$ cat src/rtl/addsub_pkg.sv
// addsub_pkg: mode constants and FSM state encoding shared by the serial adder/subtractor
package addsub_pkg;
  localparam logic MODE_ADD = 1'b0;
  localparam logic MODE_SUB = 1'b1;
  localparam logic [1:0] IDLE = 2'd0;
  localparam logic [1:0] RUN  = 2'd1;
  localparam logic [1:0] DONE = 2'd2;
endpackage

$ cat src/rtl/addsub_digit_adder.sv
// digit_adder: DIGIT-wide combinational ripple of full adders, exposing the carry into its MSB
module digit_adder #(
  parameter int DIGIT = 2
) (
  input  logic [DIGIT-1:0] a,
  input  logic [DIGIT-1:0] b,
  input  logic             cin,
  output logic [DIGIT-1:0] sum,
  output logic             cout,
  output logic             c_msb_in
);
  logic [DIGIT:0] c;
  assign c[0] = cin;
  for (genvar i = 0; i < DIGIT; i++) begin : g_fa
    assign sum[i]   = a[i] ^ b[i] ^ c[i];
    assign c[i+1]   = (a[i] & b[i]) | (c[i] & (a[i] ^ b[i]));
  end
  assign cout     = c[DIGIT];
  assign c_msb_in = c[DIGIT-1];
endmodule

$ cat src/rtl/addsub_serial.sv
// addsub_serial: digit-serial two's-complement add/sub with start/done handshake; ADDSUB_SATURATE_EN enables overflow clamping
module addsub_serial
  import addsub_pkg::*;
#(
  parameter int WIDTH = 8,
  parameter int DIGIT = 2
) (
  input  logic             clk,
  input  logic             rst_n,
  input  logic             start,
  input  logic             mode,
  input  logic             cin,
  input  logic [WIDTH-1:0] a,
  input  logic [WIDTH-1:0] b,
  output logic             ready,
  output logic             done,
  output logic [WIDTH-1:0] s,
  output logic             cout,
  output logic             ovf,
  output logic             zero
);
  localparam int N  = WIDTH / DIGIT;
  localparam int CW = N > 1 ? $clog2(N) : 1;
  logic [1:0]       state_q, state_d;
  logic [CW-1:0]    cnt_q, cnt_d;
  logic [WIDTH-1:0] a_q, a_d, b_q, b_d, acc_q, acc_d, s_q, s_d, res, fin;
  logic             carry_q, carry_d, cout_q, cout_d, ovf_q, ovf_d, zero_q, zero_d;
  logic [DIGIT-1:0] sum;
  logic             sl_cout, c_msb, last;
  digit_adder #(.DIGIT(DIGIT)) u_slice (
    .a        (a_q[DIGIT-1:0]),
    .b        (b_q[DIGIT-1:0]),
    .cin      (carry_q),
    .sum      (sum),
    .cout     (sl_cout),
    .c_msb_in (c_msb)
  );
  assign last = cnt_q == CW'(N - 1);
  always_ff @(posedge clk) begin
    if (!rst_n) state_q <= IDLE;
    else        state_q <= state_d;
  end
  always_comb begin
    state_d = state_q == IDLE ? (start ? RUN : IDLE) :
              state_q == RUN  ? (last ? DONE : RUN) : IDLE;
  end
  always_comb begin
    ready = state_q == IDLE;
    done  = state_q == DONE;
  end
  always_comb begin
    res = WIDTH'({sum, acc_q} >> DIGIT);
`ifdef ADDSUB_SATURATE_EN
    fin = (c_msb ^ sl_cout) ? {a_q[DIGIT-1], {(WIDTH-1){~a_q[DIGIT-1]}}} : res;
`else
    fin = res;
`endif
    a_d     = a_q;
    b_d     = b_q;
    acc_d   = acc_q;
    carry_d = carry_q;
    cnt_d   = cnt_q;
    s_d     = s_q;
    cout_d  = cout_q;
    ovf_d   = ovf_q;
    zero_d  = zero_q;
    if (state_q == IDLE && start) begin
      a_d     = a;
      b_d     = mode == MODE_SUB ? ~b : b;
      carry_d = cin;
      cnt_d   = '0;
    end else if (state_q == RUN) begin
      a_d     = a_q >> DIGIT;
      b_d     = b_q >> DIGIT;
      acc_d   = res;
      carry_d = sl_cout;
      cnt_d   = cnt_q + 1'b1;
      if (last) begin
        s_d    = fin;
        cout_d = sl_cout;
        ovf_d  = c_msb ^ sl_cout;
        zero_d = fin == '0;
      end
    end
  end
  always_ff @(posedge clk) begin
    if (!rst_n) begin
      a_q     <= '0;
      b_q     <= '0;
      acc_q   <= '0;
      carry_q <= 1'b0;
      cnt_q   <= '0;
      s_q     <= '0;
      cout_q  <= 1'b0;
      ovf_q   <= 1'b0;
      zero_q  <= 1'b0;
    end else begin
      a_q     <= a_d;
      b_q     <= b_d;
      acc_q   <= acc_d;
      carry_q <= carry_d;
      cnt_q   <= cnt_d;
      s_q     <= s_d;
      cout_q  <= cout_d;
      ovf_q   <= ovf_d;
      zero_q  <= zero_d;
    end
  end
  assign s    = s_q;
  assign cout = cout_q;
  assign ovf  = ovf_q;
  assign zero = zero_q;
endmodule

$ cat config.mk
export PLATFORM = sky130hd
export DESIGN_NAME = addsub_serial
export DESIGN_NICKNAME = d
export VERILOG_FILES = /design/src/rtl/addsub_pkg.sv /design/src/rtl/addsub_digit_adder.sv /design/src/rtl/addsub_serial.sv
export SDC_FILE = /design/constraint.sdc
export NUM_CORES = 1
export LEC_CHECK = 0
export CORE_MARGIN = 2
export CORE_UTILIZATION = 54
export CTS_BUF_LIST = sky130_fd_sc_hd__clkbuf_16
export CTS_CLUSTER_SIZE = 12
export DETAILED_ROUTE_END_ITERATION = 8
export PLACE_DENSITY = 0.86
export SLEW_MARGIN = 20
export SYNTH_ARGS = -nofsm -noshare
export SYNTH_HDL_FRONTEND = slang
export SYNTH_SLANG_ARGS = --single-unit
export TNS_END_PERCENT = 20
$ cat constraint.sdc
create_clock -name clk -period 4.8 [get_ports clk]
set_input_delay 0.96 -clock clk [delete_from_list [all_inputs] [get_ports clk]]
set_output_delay 0.96 -clock clk [all_outputs]
set_load 0.01 [all_outputs]
==> out/metrics.cfg, run 1 <==
[finish]
nets=240
insertedDiodeCount=0
final_layout_size_suffix_gt1_frac=0.0415
final_util=0.705
finish.instance_area_mm2=0.00213
synthToLayoutAreaGrowth_pct=25.1
layout_commonest_cell=dfxtp_1
most-common-layout-cells=dfxtp_1, nand2_1, clkdlybuf4s50_1
number_of_inserted_filler_cells_in_the_final_layout=246

[critical_path]
cp.buffers_inverters=1
path_class=input port to register
critical-path-top-delay-family=buffers and inverters
timing.critical_path.slowest_stage_cell=clkdlybuf4s50_1
critical_path.endpoint_type=register
cp_data_arrival_time_ns=2.81
critical_path.startpoint_type=input port
crit_fanout=34
critPathRequiredTime_ns=4.96
timing.critical_path.cells=clkdlybuf4s50_1 -> nand4bb_1 -> nor2_1 -> a221o_1
cp_slowest_stage_delay_ns=0.93

[routing]
ant_nets=0
detail_route.iter0.violations=60
drtPass1Iterations=5
drc=0
vias=1421
wl_per_cell_um=13.5
avgViaCountPerCell=5.44
finalWirelength_um=3520

[synthesis]
simple_gate_area_share_of_the_yosys_netlist=0.178
synth_area_per_cell_um2=8.98
syn_nets=214
synth.ff_latch_count=38
synth_adder_area_share=0.0308
synthesis.area_mm2=0.00171
syn_inst=190
largest_cells_by_area_after_synthesis=dfxtp_1, nand2_1, a21boi_0
synth_compound_area_frac=0.221
synth_warnings=0
synthMuxAreaShare=0
synthDominantCellAreaShare=0.446
synth_sequential_area_ratio=0.446
synth_ff_type=dfxtp_1
synth_xor_xnor_area_share=0.0513
asyncSetResetFlopFracSynth=0
synth.largest_area_cell=dfxtp_1
synth_top_family_by_area=compound AO/OA/AOI/OAI gates
synth_enable_flop_cells=0
yosys.cell_types.count=37

[placement]
global_placer_s_final_weighted_congestion=0.853
postPlaceCellArea_mm2=0.00200
place.port_buffers=33
dp.final_hpwl_um=2550

[grt]
globalRoute.totalOverflow=0
global_route.usage.total=0.212
grt_antenna_before_repair=0
wire_length_of_the_first_global_routing_pass_um=5710
largest_net_degree_at_the_start_of_global_routing=35
first_global_vias=1382

[die]
ios=34
initial_utilization=0.564
core_mm2=0.00303
rows=20
vertical_die_dimension_um=60.2
floorplan.die.width_um=60.2
design.die.area_mm2=0.00363

[cts]
cts_resized=0
post_cts.repair.setup_buffers=0
clkLatencyLatePin_ns=0.28
clock_tree.htree_level_count=2
numCtsBuffers=5
clk_path_buf_depth=2
clk_pin_slew_worst_paths_ns=0.05
cts_hold_repair.buffers=0
tritoncts_clock_tree=yes
cts_num_sinks=38
clockRootBuffer=clkbuf_16

[timing]
fin_worst_skew_ns=0.00333
fmax_mhz=377
finalMaxSlewViolations=0
worst-slew-pin-transition_ns=0.989
setup_viol=0
finalCriticalPeriod_ns=2.65
timing.final.crit_share=0.553
hold_viol_final=0
max-slew-margin-rel=0.339
finalSetupTns_ns=0
grt_setup_unrepaired=no

[power]
max_rail_drop_vdd_mv=0.270
cellLeakagePower_nw=0.836
power_per_cell_area_mw_per_mm2=345
totalPowerFinal_w=0.000737

[hold_path]
worst_hold_path_type=register to register

[outcome]
outcome=completed

[flow_run]
max_cap_violations=0

-- final timing paths --
path              slack (ns)  depth (start not counted)  endpoint    from
setup / recovery        2.15                          4    b_q[2]   rst_n
hold / removal          0.45                          2    a_q[3]  a_q[5]
setup reg to reg        2.98                          6       ovf  a_q[0]
hold reg to reg         0.45                          2    a_q[3]  a_q[5]
-- cell type report --
type / count / area [um^2] / share of cell area
Multi-Input combinational cell: 130 / 821 / 0.385
Clock buffer: 5 / 125 / 0.0586
Clock inverter: 3 / 12.5 / 0.00586
Sequential cell: 38 / 761 / 0.356
Inverter: 8 / 30.0 / 0.0141
Timing Repair Buffer: 33 / 330 / 0.155
Tap cell: 44 / 55.1 / 0.0258
-- worst reg2reg max path: cells and delay by family (launching register included) --
kind / cells / cell delay [ns]
buffers and inverters: 1 / 0.07
flip-flops: 1 / 0.34
AO/OA/AOI/OAI: 1 / 0.14
AND/OR/NAND/NOR: 1 / 0.07
XOR/XNOR: 1 / 0.17
adder cells (fa/ha/maj): 2 / 0.92
-- state kept, by name, indices dropped and copies added (netlist names) --
register  flops
s             8
state_q       2
ovf           1
b_q           8
acc_q         6
a_q           8
carry_q       1
cout          1
cnt_q         2
zero          1
-- layer usage --
metal	part of all wire	wire, um	track usage
met5	0	0	0
met3	0.046	163	0.0606
met4	0.023	80	0.102
met1	0.41	1460	0.221
met2	0.52	1820	0.384
-- cells in the mapped netlist, drive strengths merged (3+ instances only) --
master	n
dfxtp	38
nand3	3
nand2	37
a21oi	12
o21ai	10
inv	8
nor2	10
a21boi	12
a221o	6
xnor2	8
and2	3
o211a	6
clkbuf	5
buf	9
-- cells by family (layout without fill, tap and decap cells) --
logic type	count (synthesis)	after routing
compound gates	52	52
xor+xnor	10	10
fa+ha+maj	3	3
buf+inv	22	49
flops	38	38
simple gates	65	65
-- stage by stage --
| step | setup slack, ns | cells | hold WS, ns |
|---|---|---|---|
| CTS | 2.16 | 261 | 0.456 |
| finish | 2.15 | 261 | 0.455 |
| global placement | 2.00 | 253 | 0.439 |
| detailed placement | 1.87 | 253 | 0.452 |
| floorplan | 3.06 | 190 | 0.430 |
| global route | 2.00 | 261 | 0.481 |
-- report_power, final --
group	leakage, nW	internal, W	switching [W]	total, W
Combinational	0.453	0.0000462	0.0000446	0.0000908
Sequential	0.310	0.000332	0.0000126	0.000344
Clock	0.0724	0.000187	0.000115	0.000302
Power figures use the tool's default switching activity.
==> run 2: changes to the inputs <==
--- a/config.mk
+++ b/config.mk
@@ -6,11 +6,11 @@
 export NUM_CORES = 1
 export LEC_CHECK = 0
 export CORE_MARGIN = 2
-export CORE_UTILIZATION = 54
+export CORE_UTILIZATION = 50
 export CTS_BUF_LIST = sky130_fd_sc_hd__clkbuf_16
 export CTS_CLUSTER_SIZE = 12
 export DETAILED_ROUTE_END_ITERATION = 8
-export PLACE_DENSITY = 0.86
+export PLACE_DENSITY = 0.81
 export SLEW_MARGIN = 20
 export SYNTH_ARGS = -nofsm -noshare
 export SYNTH_HDL_FRONTEND = slang
==> constraint.sdc (replaced) <==
create_clock -name clk -period 2.5 [get_ports clk]
set_input_delay 0.5 -clock clk [delete_from_list [all_inputs] [get_ports clk]]
set_output_delay 0.5 -clock clk [all_outputs]
set_load 0.01 [all_outputs]
==> out/metrics.cfg, run 2 (synthesized netlist as in run 1, its figures left out) <==
[outcome]
outcome=completed

[grt]
largest_net_degree_at_the_start_of_global_routing=25
wire_length_of_the_first_global_routing_pass_um=5860
grt_antenna_before_repair=0
globalRoute.totalOverflow=0
first_global_vias=1301
global_route.usage.total=0.195

[die]
design.die.area_mm2=0.00390
ios=34
rows=21
initial_utilization=0.515
vertical_die_dimension_um=62.4
core_mm2=0.00331
floorplan.die.width_um=62.4

[finish]
insertedDiodeCount=0
most-common-layout-cells=dfxtp_1, nand2_1, clkdlybuf4s50_1
post_layout_nonfiller_instances=265
nets=242
final_layout_size_suffix_gt1_frac=0.0548
layout_commonest_cell=dfxtp_1
number_of_inserted_filler_cells_in_the_final_layout=297
synthToLayoutAreaGrowth_pct=29.1

[cts]
tritoncts_clock_tree=yes
clock_tree.htree_level_count=2
clk_path_buf_depth=2
numCtsBuffers=5
cts_hold_repair.buffers=0
cts_num_sinks=38
clkLatencyLatePin_ns=0.28
cts_resized=0
post_cts.repair.setup_buffers=0
clk_pin_slew_worst_paths_ns=0.06
clockRootBuffer=clkbuf_16

[timing]
grt_setup_unrepaired=no
timing.final.crit_share=0.843
hold_viol_final=0
setup_viol=0
fin_worst_skew_ns=0.00252
finalSetupTns_ns=0
max-slew-margin-rel=0.659
finalMaxSlewViolations=0
fmax_mhz=474
worst-slew-pin-transition_ns=0.510
finalCriticalPeriod_ns=2.11

[critical_path]
critical_path.endpoint_type=output pin
cp_slowest_stage_delay_ns=0.54
cp_data_arrival_time_ns=1.61
crit_fanout=11
worst-r2r-setup-slack_ns=0.72
r2r_cells=6
worst_r2r_startpoint=a_q[0]
critical_path.startpoint_type=register
startpoint=state_q[1]
critPathRequiredTime_ns=2.00
timing.critical_path.cells=inv_1 -> nor2_1 -> clkdlybuf4s50_1
timing.critical_path.slowest_stage_cell=clkdlybuf4s50_1
path_class=register to output pin
critical_path.reg2reg.endpoint=ovf

[placement]
numPlacedInstances=257
dp.final_hpwl_um=2420
global_placer_s_final_weighted_congestion=0.768
place.port_buffers=33

[hold_path]
hold_start=a_q[4]
worstHoldPathCells=2
worstHoldEndpoint=a_q[2]
worst_hold_path_type=register to register

[power]
power_share_of_the_clock_group=0.491
power_per_cell_area_mw_per_mm2=742
max_rail_drop_vdd_mv=0.427
p_sw_w=0.000340
pwr-share-comb=0.105
switching_share=0.208
cellLeakagePower_nw=0.865
sequential_power_share=0.404
p_int_w=0.00129

[flow_run]
max_cap_violations=0

[routing]
wl_per_cell_um=12.8
drtPass1Iterations=4
avgViaCountPerCell=5.18
ant_nets=0
detail_route.iter0.violations=77
finalWirelength_um=3380
drc=0
vias=1373

## run 2: cell count changes in the layout (fill, tap and decap cells not counted)
cell,delta
buf_4,+2
bufinv_16,+2
clkinv_2,-1
inv_1,-1
## run 2: how the worst max path moves through the flow
stage	end	slack (ns)
6_report	done	0.39
5_1_grt	done	0.28
4_1_cts	done	0.37
3_5_place_dp	a_q[5]	0.53
3_3_place_gp	b_q[6]	0.57
2_1_floorplan	ovf	0.83
## run 2: layout make-up
cell class | count | area (um^2) | share of cell area
clock buffers | 5 | 125 | 0.0568
clock inverters | 3 | 63.8 | 0.0290
inverters | 8 | 30.0 | 0.0136
multi-input cells | 130 | 821 | 0.373
flip-flops and latches | 38 | 761 | 0.345
well taps | 46 | 57.6 | 0.0261
repair buffers | 35 | 345 | 0.157
## run 2: worst max-delay path: cells and delay by family (launching register included)
| kind | cells | cell delay [ns] |
|---|---|---|
| flip-flops | 1 | 0.52 |
| buffers and inverters | 2 | 0.69 |
| AND/OR/NAND/NOR | 1 | 0.12 |
## run 2: power by group through the flow
stage,combinational (W),sequential (W),clock [W]
detailed placement,0.000171,0.000673,0
finish,0.000172,0.000660,0.000803
CTS,0.000173,0.000660,0.000813
global placement,0.000168,0.000672,0
floorplan,0.000124,0.000664,0
global route,0.000191,0.000664,0.000849
## run 2: through the flow
stage	power (W)	worst slack [ns]	utilization	area [um^2]	hold WS, ns
2_1_floorplan	0.000788	0.828	-	1710	0.430
3_3_place_gp	0.000840	0.569	0.608	2010	0.440
3_5_place_dp	0.000844	0.531	0.608	2010	0.444
4_1_cts	0.00165	0.366	0.666	2200	0.452
5_1_grt	0.00170	0.283	0.666	2200	0.467
6_report	0.00164	0.392	0.666	2200	0.451
## run 2: routing by layer
metal / track usage / up-vias / routed length [um]
li1: - / 703 / -
met1: 0.210 / 631 / 1450
met2: 0.336 / 34 / 1720
met3: 0.0631 / 5 / 150
met4: 0.106 / 0 / 65
met5: 0 / - / 0
==> variant, RTL diff (config.mk and constraints of run 2) <==
`a_q`, `b_q` and `s_q` no longer have a reset.
--- a/src/rtl/addsub_serial.sv
+++ b/src/rtl/addsub_serial.sv
@@ -87,4 +87,2 @@
     if (!rst_n) begin
-      a_q     <= '0;
-      b_q     <= '0;
       acc_q   <= '0;
@@ -92,3 +90,2 @@
       cnt_q   <= '0;
-      s_q     <= '0;
       cout_q  <= 1'b0;
@@ -97,4 +94,2 @@
     end else begin
-      a_q     <= a_d;
-      b_q     <= b_d;
       acc_q   <= acc_d;
@@ -102,3 +97,2 @@
       cnt_q   <= cnt_d;
-      s_q     <= s_d;
       cout_q  <= cout_d;
@@ -107,2 +101,8 @@
     end
+  end
+
+  always_ff @(posedge clk) begin
+    a_q <= a_d;
+    b_q <= b_d;
+    s_q <= s_d;
   end
Formal check against the unedited RTL: differs if rst_n is asserted again (counterexample within 10 cycles, from zero or initial values and one cycle with rst_n low); with rst_n held inactive, the same outputs for 10 cycles.
==> variant against run 2 <==
- synthesized area shrank 4.8%
- power about the same
- global-route usage down 2.0 points
- sequential cell count is the same
- worst setup slack better by 0.15 ns
- wire length is 21% lower
- design area decreased by 2.8%
- first-iteration DRC count shrank 81%
==> variant: results (changes against run 2) <==
clock_tree:
  root_buffer: "clkbuf_16"  # unchanged
  htreeDepth: 2  # unchanged
  path_clk_slew_ns: 0.06  # about the same
  cts_resized: 0  # unchanged
  clk_latency_ns: 0.28  # about the same
  cts_setup_buffers: 0  # unchanged
  clockBufferDepth: 2  # unchanged
  cts_made_buffers: 5  # unchanged
synthesis:
  synthTopCellsByArea: "edfxtp_1, dfxtp_1, xnor2_1"  # was dfxtp_1, nand2_1, a21boi_0
  yosys-top-cells-count: "edfxtp_1, dfxtp_1, nor2_1"  # was dfxtp_1, nand2_1, a21oi_1
  avgSynthCellArea_um2: 12.8  # was 8.98 um2
  syn-num-nets: 151  # was 214
  synth_edf_count: 24  # was 0
  yosysWarnings: 0  # unchanged
  synthArstFlopShare_pct: 0  # unchanged
  yosysSeqAreaShare_pct: 61.6  # was 44.6%
  ys_types: 27  # was 37
cells_and_area:
  diodes: 0  # unchanged
  drive_gt1_share_pct: 7.41  # was 5.48%
  nets: 185  # was 242
worst_setup_path:
  r2r-end: "ovf$_SDFFE_PN0P_"  # unchanged
  worstReg2RegStart: "a_q[0]$_DFFE_PP_"  # was a_q[0]$_SDFFE_PN0P_
  crit_arrival_ns: 1.45  # was 1.61 ns
  crit_end: "done"  # unchanged
  crit_path_top_delay_cell: "clkdlybuf4s50_1"  # unchanged
  cp-startpoint: "state_q[1]$_SDFF_PP0_"  # unchanged
  r2r_slack_ns: 0.71
  slowest_delay_ns: 0.54  # about the same
  r2r_cells: 6  # unchanged
  crit_fanout: 8  # was 11
sta:
  clock_skew_ns: 0.00266  # was 0.00252 ns
  max-slew-margin-rel_pct: 44.0  # was 65.9%
placed_design:
  gp_congestion: 0.709  # was 0.768
  dpl-instance-area_mm2: 0.00197  # was 0.00201 mm2
  post-place-cells: 198  # was 257
  port_buffers: 33  # unchanged
  hpwl_mm: 1.96  # was 2.42 mm
grt:
  grt_pass1_wl_mm: 4.54  # was 5.86 mm
  grt_max_degree: 20  # was 25
  track_usage_pct: 17.4  # was 19.5%
  grt_pass1_vias: 1050  # was 1301
  antenna_found_initial: 0  # unchanged
outcome:
  status: "completed"  # unchanged
detailed_routing:
  drt_wl_total_mm: 2.69  # was 3.38 mm
  ant_nets: 0  # unchanged
  wl_per_cell_um: 13.0  # was 12.8 um
  first_pass_iters: 4  # unchanged
  drt_iter0_markers: 15  # was 77
  vias_per_cell: 5.05  # was 5.18
worst_hold_path:
  holdCritPathClass: "reg -> reg"  # unchanged
power_and_ir_drop:
  power.leakage_nw: 0.852  # was 0.865 nW
  p_int_mw: 1.29  # about the same
  ir_drop_mv: 0.408  # was 0.427 mV
variant: worst min-delay path by stage:
stage	slack [ns]	from	to	depth (start not counted)
global placement	0.45	acc_q[2]$_SDFFE_PN0P_	s[0]$_DFFE_PP_	0
floorplan	0.43	acc_q[2]$_SDFFE_PN0P_	s[0]$_DFFE_PP_	0
finish	0.48	zero$_SDFFE_PN0P_	zero$_SDFFE_PN0P_	2
global route	0.49	acc_q[2]$_SDFFE_PN0P_	s[0]$_DFFE_PP_	0
CTS	0.46	acc_q[2]$_SDFFE_PN0P_	s[0]$_DFFE_PP_	0
detailed placement	0.45	acc_q[2]$_SDFFE_PN0P_	s[0]$_DFFE_PP_	0
variant: critical path: cells and delay by family (launching register included):
| family | cells | cell delay (ns) |
|---|---|---|
| DFF | 1 | 0.47 |
| and+or+nand+nor | 1 | 0.17 |
| buffers and inverters | 1 | 0.54 |
variant: cell families (layout without fill, tap and decap cells):
| family | Yosys count | in the layout | share of synthesized area (%) |
|---|---|---|---|
| flops | 38 | 38 | 61.6 |
| xor+xnor | 9 | 9 | 4.85 |
| mux | 11 | 11 | 7.24 |
| compound gates | 16 | 16 | 7.40 |
| simple gates | 34 | 34 | 10.9 |
| buf+inv | 16 | 51 | 4.78 |
| fa+ha+maj | 3 | 3 | 3.24 |
variant: cell type report:
type,count,area (um2)
clock inverters,3,42.5
clock buffers,5,125
fillers,243,937
well taps,44,55.1
inverters,9,33.8
multi-input cells,73,546
flip-flops and latches,38,1000
repair buffers,34,338
variant: metrics by stage:
stage | setup slack [ns] | util [%]
final | 0.547 | 69.6
after CTS | 0.535 | 69.6
after detailed placement | 0.288 | 64.1
after global placement | 0.368 | 64.1
after floorplan | 0.820 | -
after global routing | 0.426 | 69.6
variant: power by group through the flow:
| stage | Sequential (mW) | Combinational (mW) | Clock (mW) |
|---|---|---|---|
| 2_1_floorplan | 0.747 | 0.126 | 0 |
| 3_3_place_gp | 0.753 | 0.173 | 0 |
| 3_5_place_dp | 0.756 | 0.180 | 0 |
| 4_1_cts | 0.743 | 0.183 | 0.721 |
| 5_1_grt | 0.747 | 0.204 | 0.740 |
| 6_report | 0.742 | 0.179 | 0.715 |
variant: layer usage:
metal,share of wire (%),routed length [um],up-vias,GRT usage [%]
met4,2.3,62,0,8.39
met3,3.8,103,8,4.48
met1,39,1060,500,18.7
met2,54,1460,29,31.8
li1,-,-,503,-
met5,0,0,-,0
